$ cat src/rtl/silife_pkg.sv
// Shared definitions for the matrix scanner.
//
// Contents:
//   silife_scan_state_t  scanner FSM state encoding
//   ParityBits           extra serial bits emitted per row (1 with parity, else 0)
//
// Configuration macro: SILIFE_SCAN_PARITY_EN. When it is defined, each row is followed
// by one odd-parity bit.

package silife_pkg;

  typedef enum logic [2:0] {
    StIdle,
    StLoad,
    StShift,
    StParity,
    StDone
  } silife_scan_state_t;

`ifdef SILIFE_SCAN_PARITY_EN
  localparam int unsigned ParityBits = 1;
`else
  localparam int unsigned ParityBits = 0;
`endif

endpackage

$ cat src/rtl/silife_piso.sv
// Parallel-in, serial-out register for one matrix row.
//
// Ports:
//   clk, reset_n  clock and asynchronous active-low reset
//   load          capture din and clear the bit counter
//   shift         advance the register by one cell and bump the bit counter
//   din           row data, cell x in bit x
//   dout          current cell (cell 0 is presented first)
//   bit_cnt       index of the cell currently on dout
//   last          dout holds the final cell of the row

module silife_piso #(
  parameter int unsigned WIDTH = 8,
  parameter int unsigned CntW  = (WIDTH > 1) ? $clog2(WIDTH) : 1
) (
  input  logic            clk,
  input  logic            reset_n,
  input  logic            load,
  input  logic            shift,
  input  logic [WIDTH-1:0] din,
  output logic            dout,
  output logic [CntW-1:0] bit_cnt,
  output logic            last
);

  logic [WIDTH-1:0] sreg_q;
  logic [CntW-1:0]  cnt_q;

  always_ff @(posedge clk or negedge reset_n) begin
    if (!reset_n) begin
      sreg_q <= '0;
      cnt_q  <= '0;
    end else if (load) begin
      sreg_q <= din;
      cnt_q  <= '0;
    end else if (shift) begin
      // Shift towards bit 0 so cells leave in ascending x order.
      sreg_q <= sreg_q >> 1;
      cnt_q  <= cnt_q + CntW'(1);
    end
  end

  always_comb begin
    dout    = sreg_q[0];
    bit_cnt = cnt_q;
    last    = (cnt_q == CntW'(WIDTH - 1));
  end

endmodule

$ cat src/rtl/silife_matrix_scanner.sv
// Scans a WIDTH x HEIGHT cell matrix row by row and streams it out one bit per
// valid/ready transfer, row 0 first, cell 0 first within each row.
//
// Ports:
//   clk, reset_n  clock and asynchronous active-low reset (aborts a frame at once)
//   start         request one full-frame scan; ignored while busy
//   busy          scan in progress (also high during the done cycle)
//   row_select2   row address to the matrix read port
//   cells2        combinational row data for row_select2, sampled once per row
//   ser_data      serial bit
//   ser_valid     ser_data is valid; held stable while ser_ready is low
//   ser_ready     sink accepts the bit this cycle
//   frame_first   current bit is row 0, cell 0
//   done          one-cycle pulse after the last bit of the frame is accepted
//
// Configuration macro: SILIFE_SCAN_PARITY_EN adds one odd-parity bit (~^ of the
// captured row) after each row's cells.

module silife_matrix_scanner
  import silife_pkg::*;
#(
  parameter int unsigned WIDTH  = 8,
  parameter int unsigned HEIGHT = 8
) (
  input  logic                      clk,
  input  logic                      reset_n,
  input  logic                      start,
  output logic                      busy,
  output logic [$clog2(HEIGHT)-1:0] row_select2,
  input  logic [WIDTH-1:0]          cells2,
  output logic                      ser_data,
  output logic                      ser_valid,
  input  logic                      ser_ready,
  output logic                      frame_first,
  output logic                      done
);

  localparam int unsigned RowW = $clog2(HEIGHT);
  localparam int unsigned CntW = (WIDTH > 1) ? $clog2(WIDTH) : 1;

  silife_scan_state_t state_q, state_d;
  logic [RowW-1:0]    row_q, row_d;

  logic            load;
  logic            shift;
  logic            piso_bit;
  logic            piso_last;
  logic [CntW-1:0] bit_cnt;
  logic            row_last;

  silife_piso #(
    .WIDTH (WIDTH),
    .CntW  (CntW)
  ) u_piso (
    .clk     (clk),
    .reset_n (reset_n),
    .load    (load),
    .shift   (shift),
    .din     (cells2),
    .dout    (piso_bit),
    .bit_cnt (bit_cnt),
    .last    (piso_last)
  );

`ifdef SILIFE_SCAN_PARITY_EN
  logic parity_q;

  // Parity is taken from the same sample the shift register captures.
  always_ff @(posedge clk or negedge reset_n) begin
    if (!reset_n) begin
      parity_q <= 1'b0;
    end else if (load) begin
      parity_q <= ~^cells2;
    end
  end
`endif

  always_ff @(posedge clk or negedge reset_n) begin
    if (!reset_n) begin
      state_q <= StIdle;
      row_q   <= '0;
    end else begin
      state_q <= state_d;
      row_q   <= row_d;
    end
  end

  assign row_last = (row_q == RowW'(HEIGHT - 1));

  always_comb begin
    state_d = state_q;
    row_d   = row_q;
    load    = 1'b0;
    shift   = 1'b0;
    case (state_q)
      StIdle: begin
        if (start) begin
          row_d   = '0;
          state_d = StLoad;
        end
      end
      StLoad: begin
        load    = 1'b1;
        state_d = StShift;
      end
      StShift: begin
        if (ser_ready) begin
          shift = 1'b1;
          if (piso_last) begin
            if (ParityBits != 0) begin
              state_d = StParity;
            end else if (row_last) begin
              state_d = StDone;
            end else begin
              row_d   = row_q + RowW'(1);
              state_d = StLoad;
            end
          end
        end
      end
      StParity: begin
        if (ser_ready) begin
          if (row_last) begin
            state_d = StDone;
          end else begin
            row_d   = row_q + RowW'(1);
            state_d = StLoad;
          end
        end
      end
      StDone: begin
        // No queued restart: start seen here is dropped.
        state_d = StIdle;
      end
      default: begin
        state_d = StIdle;
      end
    endcase
  end

  always_comb begin
    busy        = (state_q != StIdle);
    done        = (state_q == StDone);
    row_select2 = row_q;
    ser_valid   = (state_q == StShift) || (state_q == StParity);
    ser_data    = 1'b0;
    if (state_q == StShift) begin
      ser_data = piso_bit;
    end else if (state_q == StParity) begin
`ifdef SILIFE_SCAN_PARITY_EN
      ser_data = parity_q;
`else
      ser_data = 1'b0;
`endif
    end
    frame_first = (state_q == StShift) && (row_q == '0) && (bit_cnt == '0);
  end

endmodule

$ cat config.mk
export PLATFORM = sky130hd
export DESIGN_NAME = silife_matrix_scanner
export DESIGN_NICKNAME = d
export VERILOG_FILES = /design/src/rtl/silife_pkg.sv /design/src/rtl/silife_piso.sv /design/src/rtl/silife_matrix_scanner.sv
export SDC_FILE = /design/constraint.sdc
export NUM_CORES = 1
export LEC_CHECK = 0
export CORE_MARGIN = 2
export CORE_UTILIZATION = 44
export CTS_CLUSTER_DIAMETER = 100
export DETAILED_ROUTE_END_ITERATION = 10
export GPL_ROUTABILITY_DRIVEN = 0
export PLACE_DENSITY = 0.74
export SLEW_MARGIN = 20
export SYNTH_ARGS = -nofsm -noshare
export SYNTH_HDL_FRONTEND = slang
export SYNTH_SLANG_ARGS = --single-unit
$ cat constraint.sdc
create_clock -name clk -period 1.55 [get_ports clk]
set_input_delay 0.31 -clock clk [delete_from_list [all_inputs] [get_ports clk]]
set_output_delay 0.31 -clock clk [all_outputs]
set_load 0.05 [all_outputs]
; ---- Yosys cells after proc, flatten, opt, wreduce, memory -nomap -nowiden
; Cells that the tools add are included.
[op_classes]
addsub = 2
n_eq_ne = 10
n_mux = 20
n_reduce_logical = 11
[ops]
columns = operator, count
row1 = 3-bit two-way mux, 12
row2 = 8-bit two-way mux, 2
row3 = 3-bit case mux with 4 select lines, 1
row4 = "3-bit equality test, second input constant", 3
row5 = 3-bit zero test, 3
row6 = 3-bit case mux with 3 select lines, 1
row7 = "2-bit != test, second input constant", 4
row8 = "3-bit by 1-bit adder with 3-bit output, second input constant", 2
row9 = "3-bit by 2-bit equality test with 1-bit output, second input constant", 2
row10 = 3-bit nonzero test, 2
row11 = 5-bit AND reduction, 1
row12 = 1-bit two-way mux, 4
row13 = 4-bit AND reduction, 1
row14 = "3-bit by 1-bit equality test with 1-bit output, second input constant", 1
row15 = 1-bit logical AND, 2
row16 = 2-bit nonzero test, 1
row17 = 1-bit logical OR, 1
[totals]
register_bits = 17
input_bits = 12
output_inout_bits = 8
word_cells = 47

; ---- Depth between registers and ports, before layout
[logic_depth]
depth_word = 5
mapped_depth = 5
mapped_depth_nobuf = 5

; ---- Cells and area by module
; From an unflattened synthesis, not the netlist that was laid out.
[unflattened]
cells_unflattened = 83
area_unflattened_um2 = 892.1
[modules_own_cells]
columns = module, n_inst, cells_per_inst, area_per_inst_um2, seq_area_each_um2
row1 = silife_piso, 1, 46, 510.5, 275.3
row2 = silife_matrix_scanner, 1, 37, 381.6, 150.1

; ---- Worst setup path before layout
; Ideal clock, no wire load.
[synth_timing]
path_kind = register -> output
start = reg row_q[0] (netlist: row_select2[0])
end = out frame_first
t_arrival_ns = 1.945
required_ns = 1.240
slack_ns = -0.705
path_stages_with_launch = 5
path_buffers = 0
cell_sequence = dfrtp_1 inv_1 ha_1 nand3_1 nor3_1
[synth_between]
elab_chain_len = 3
[synth_rtl]
columns = element, line
row1 = start: declaration, silife_matrix_scanner.sv:42  ; logic [RowW-1:0] row_q, row_d;
row2 = start signal: assignment, silife_matrix_scanner.sv:84  ; row_q <= row_d;
row3 = 3-bit zero test, silife_matrix_scanner.sv:156  ; frame_first = (state_q == StShift) && (row_q == '0) && (bit_cnt == '0);
row4 = 1-bit logical AND (2 in a row), silife_matrix_scanner.sv:156
row5 = end: declaration, silife_matrix_scanner.sv:34  ; output logic frame_first,
; No other way between the ends.

; ---- Worst setup path after layout
[layout_timing]
start = reg u_piso.cnt_q[0] (netlist: u_piso.bit_cnt[0])
end = reg state_q[0]
[layout_between]
elab_chain_len = 3
[layout_rtl]
columns = element, line
row1 = start: declaration, silife_piso.sv:27  ; logic [CntW-1:0] cnt_q;
row2 = start signal: assignment, silife_piso.sv:39  ; cnt_q <= cnt_q + CntW'(1);
row3 = 3-bit equality test, silife_piso.sv:46  ; last = (cnt_q == CntW'(WIDTH - 1));
row4 = 2-bit != test (no source line), -
row5 = 4-bit AND reduction (no source line), -
row6 = end signal: assignment, silife_matrix_scanner.sv:80  ; state_q <= StIdle;
row7 = end signal: assignment, silife_matrix_scanner.sv:83  ; state_q <= state_d;
row8 = end: declaration, silife_matrix_scanner.sv:41  ; silife_scan_state_t state_q, state_d;
; No other way between the ends.
; A chain may end at the register's enable or synchronous reset.

==> summary.txt <==
cell area power density: 1965 nW/µm²
post-cts hold buffer count: 0
sequential-to-total area share from yosys stat: 46.96%
Syn-to-layout area delta: 64.64%
wire per inst: 14.80 µm
die area: 2438 µm²
TritonCTS clock tree: built
type of origin of the critical path: flop
clock buffer depth: 2
fin crit period: 1.699 ns
nets: 139
most common cell after layout, fill and taps aside: buf_4
vias per cell: 5.116
DP Wirelength: 1.416 mm
worst hold path class: primary input to asynchronous set/reset pin
Slew @ Worst Pin: 0.3633 ns
antenna cells: 0
VDD IR-drop max: 1233 µV
CP Class: flop to flop
Syn Area/Cell: 11.47 µm²
Starting Density: 46.65%
Mapped Cells: 79
Critical Path End Type: flop
total design power: 2.930 mW
Remaining Overflow, GRT: 0
drt first pass iters: 4
I/O Buffers: 19
first-pass GRT wire length: 3.615 mm
crit path DAT: 1.88 ns
RR Startpoint: u_piso.bit_cnt[0]
FF-to-FF setup slack: -0.15 ns
vias after detailed routing: 752
number of global-route vias before repair: 765
Tot GR Track Use: 20.07%
worst setup margin: -0.1490 ns
r2r endpoint: state_q[0]
initial drt markers: 10
synthesized area: 905.9 µm²
Worst Path Max Fanout: 4
Yosys warning count: 0
synth unique cells: 25
status: finished, violations left
Num CTS Buffers: 3
Mapped Nets: 97
critical path startpoint: u_piso.bit_cnt[0]
dpl ws: -0.08165 ns
clk_skew: 0.005481 ns
max-cap violation count: 0
I/O pin cnt: 20
worst rel slew slack: 75.75%
Rows: 16
largest net degree at the start of global routing: 18
later-pin clock latency in the skew report: 0.29 ns
CP required: 1.73 ns
DIE HEIGHT: 49.38 µm
Setup Viol. Count Final: 9
Post-Route WL: 2.175 mm
crit share post-route: 109.6%
#FFs+latches synth: 17
reg2reg path depth: 6
FMAX: 0.5886 GHz
CTS Sinks: 17
Die Wd: 49.38 µm
htree depth: 1
Final Hold Fails: 0
Pins Over Slew Limit: 0
area of the core: 1942 µm²
unrepaired setup endpoints after global routing: yes
leak pwr: 0.6879 nW
worst setup path endpoint: state_q[0]
failing checks: setup timing
Worst-path clk slew: 0.11 ns
DRC Markers: 0
initial antenna violation count: 0
share of cells above drive strength 1: 48.33%
Setup TNS: -0.4860 ns
ANT nets after route: 0
commonest cells after routing, fill and taps aside: 16 x buf_4, 12 x dfrtp_1, 11 x clkdlybuf4s50_1
root buffer cell: clkbuf_4
## synthesized netlist by cell type
cell type / n / area, µm²
buf_6: 1 / 11.26
a22o_1: 8 / 70.07
and4bb_4: 1 / 16.27
nand2_1: 6 / 22.52
or4b_4: 1 / 13.76
nor3b_1: 3 / 22.52
nand3_1: 1 / 5.000
buf_2: 2 / 10.01
nor3_1: 3 / 15.01
nand2b_2: 1 / 8.760
o21ai_2: 1 / 8.760
dfrtp_1: 17 / 425.4
a221oi_2: 1 / 15.01
mux2i_1: 5 / 50.05
nor3_2: 1 / 10.01
nor2_1: 2 / 7.510
a21o_1: 5 / 37.54
nor3b_2: 1 / 12.51
nor2_2: 1 / 6.260
or3b_1: 1 / 8.760
ha_1: 6 / 75.07
inv_1: 8 / 30.03
o21ai_1: 1 / 5.000
mux2_2: 1 / 11.26
or3_2: 1 / 7.510
## power by group
part | switching (mW) | leakage, nW | internal, mW
clock network | 0.155 | 0.0139 | 0.0980
registers | 0.136 | 0.210 | 0.630
logic | 0.909 | 0.464 | 1.00
total | 1.20 | 0.688 | 1.73
## sequential cells by signal (all words and copies together), names as in the netlist
name / cells
state_q: 3
row_select2: 3
u_piso.sreg_q: 8
u_piso.bit_cnt: 3
## cells by family after synthesis
| group | count (synthesis) | synth area share (%) |
|---|---|---|
| AO/OA/AOI/OAI | 16 | 15.06 |
| flip-flops | 17 | 46.96 |
| buffers and inverters | 11 | 5.663 |
| AND/OR/NAND/NOR | 23 | 17.27 |
| multiplexers | 6 | 6.768 |
| adder cells (fa/ha/maj) | 6 | 8.287 |
## worst min-delay path by stage
stage | end | start | depth (start not counted) | slack, ns
CTS | u_piso.sreg_q[0] | reset_n | 2 | 0.32
global route | u_piso.sreg_q[2] | reset_n | 2 | 0.33
finish | u_piso.sreg_q[2] | reset_n | 2 | 0.33
global placement | u_piso.sreg_q[4] | u_piso.sreg_q[4] | 1 | 0.46
floorplan | row_select2[0] | reset_n | 0 | 0.01
detailed placement | u_piso.sreg_q[3] | u_piso.sreg_q[3] | 1 | 0.47
## worst max-delay path: stages (launching register included)
cell	delay, ns
dfrtp_1	0.41
buf_4	0.13
ha_1	0.19
ha_2	0.18
o21ai_2	0.21
nor3_4	0.09
or3b_1	0.37
## through the flow
| step | hold slack, ns | util [%] | instances | instance area (µm²) |
|---|---|---|---|---|
| floorplan | 0.01441 | - | 79 | 929.6 |
| global placement | 0.4579 | 66.69 | 133 | 1295 |
| detailed placement | 0.4656 | 66.69 | 133 | 1295 |
| CTS | 0.3224 | 75.64 | 145 | 1469 |
| global route | 0.3342 | 76.80 | 147 | 1491 |
| finish | 0.3311 | 76.80 | 147 | 1491 |
## metal layers
layer / vias to the layer above / global-route usage (%) / part of all wire (%) / wire [µm]
li1: 364 / - / - / -
met1: 378 / 25.25 / 41 / 887
met2: 10 / 35.59 / 56 / 1228
met3: 0 / 3.988 / 2.7 / 59
met4: 0 / 4.167 / 0 / 0
met5: - / 0 / 0 / 0
## final cells by class
cell class	count	area, µm²
inverters	8	35.03
clock buffers	3	22.52
clock inverters	1	7.507
flip-flops and latches	17	431.7
fillers	128	450.4
multi-input cells	51	510.5
repair buffers	40	450.4
well taps	27	33.78
## repair_timing
action                                  4_1_cts  5_1_grt
pin swaps                                     6        2
gates resized for setup                      22        3
setup buffers                                 8        2
endpoints found under the setup margin        6       10
No activity file was read; power rests on OpenSTA's default activity.
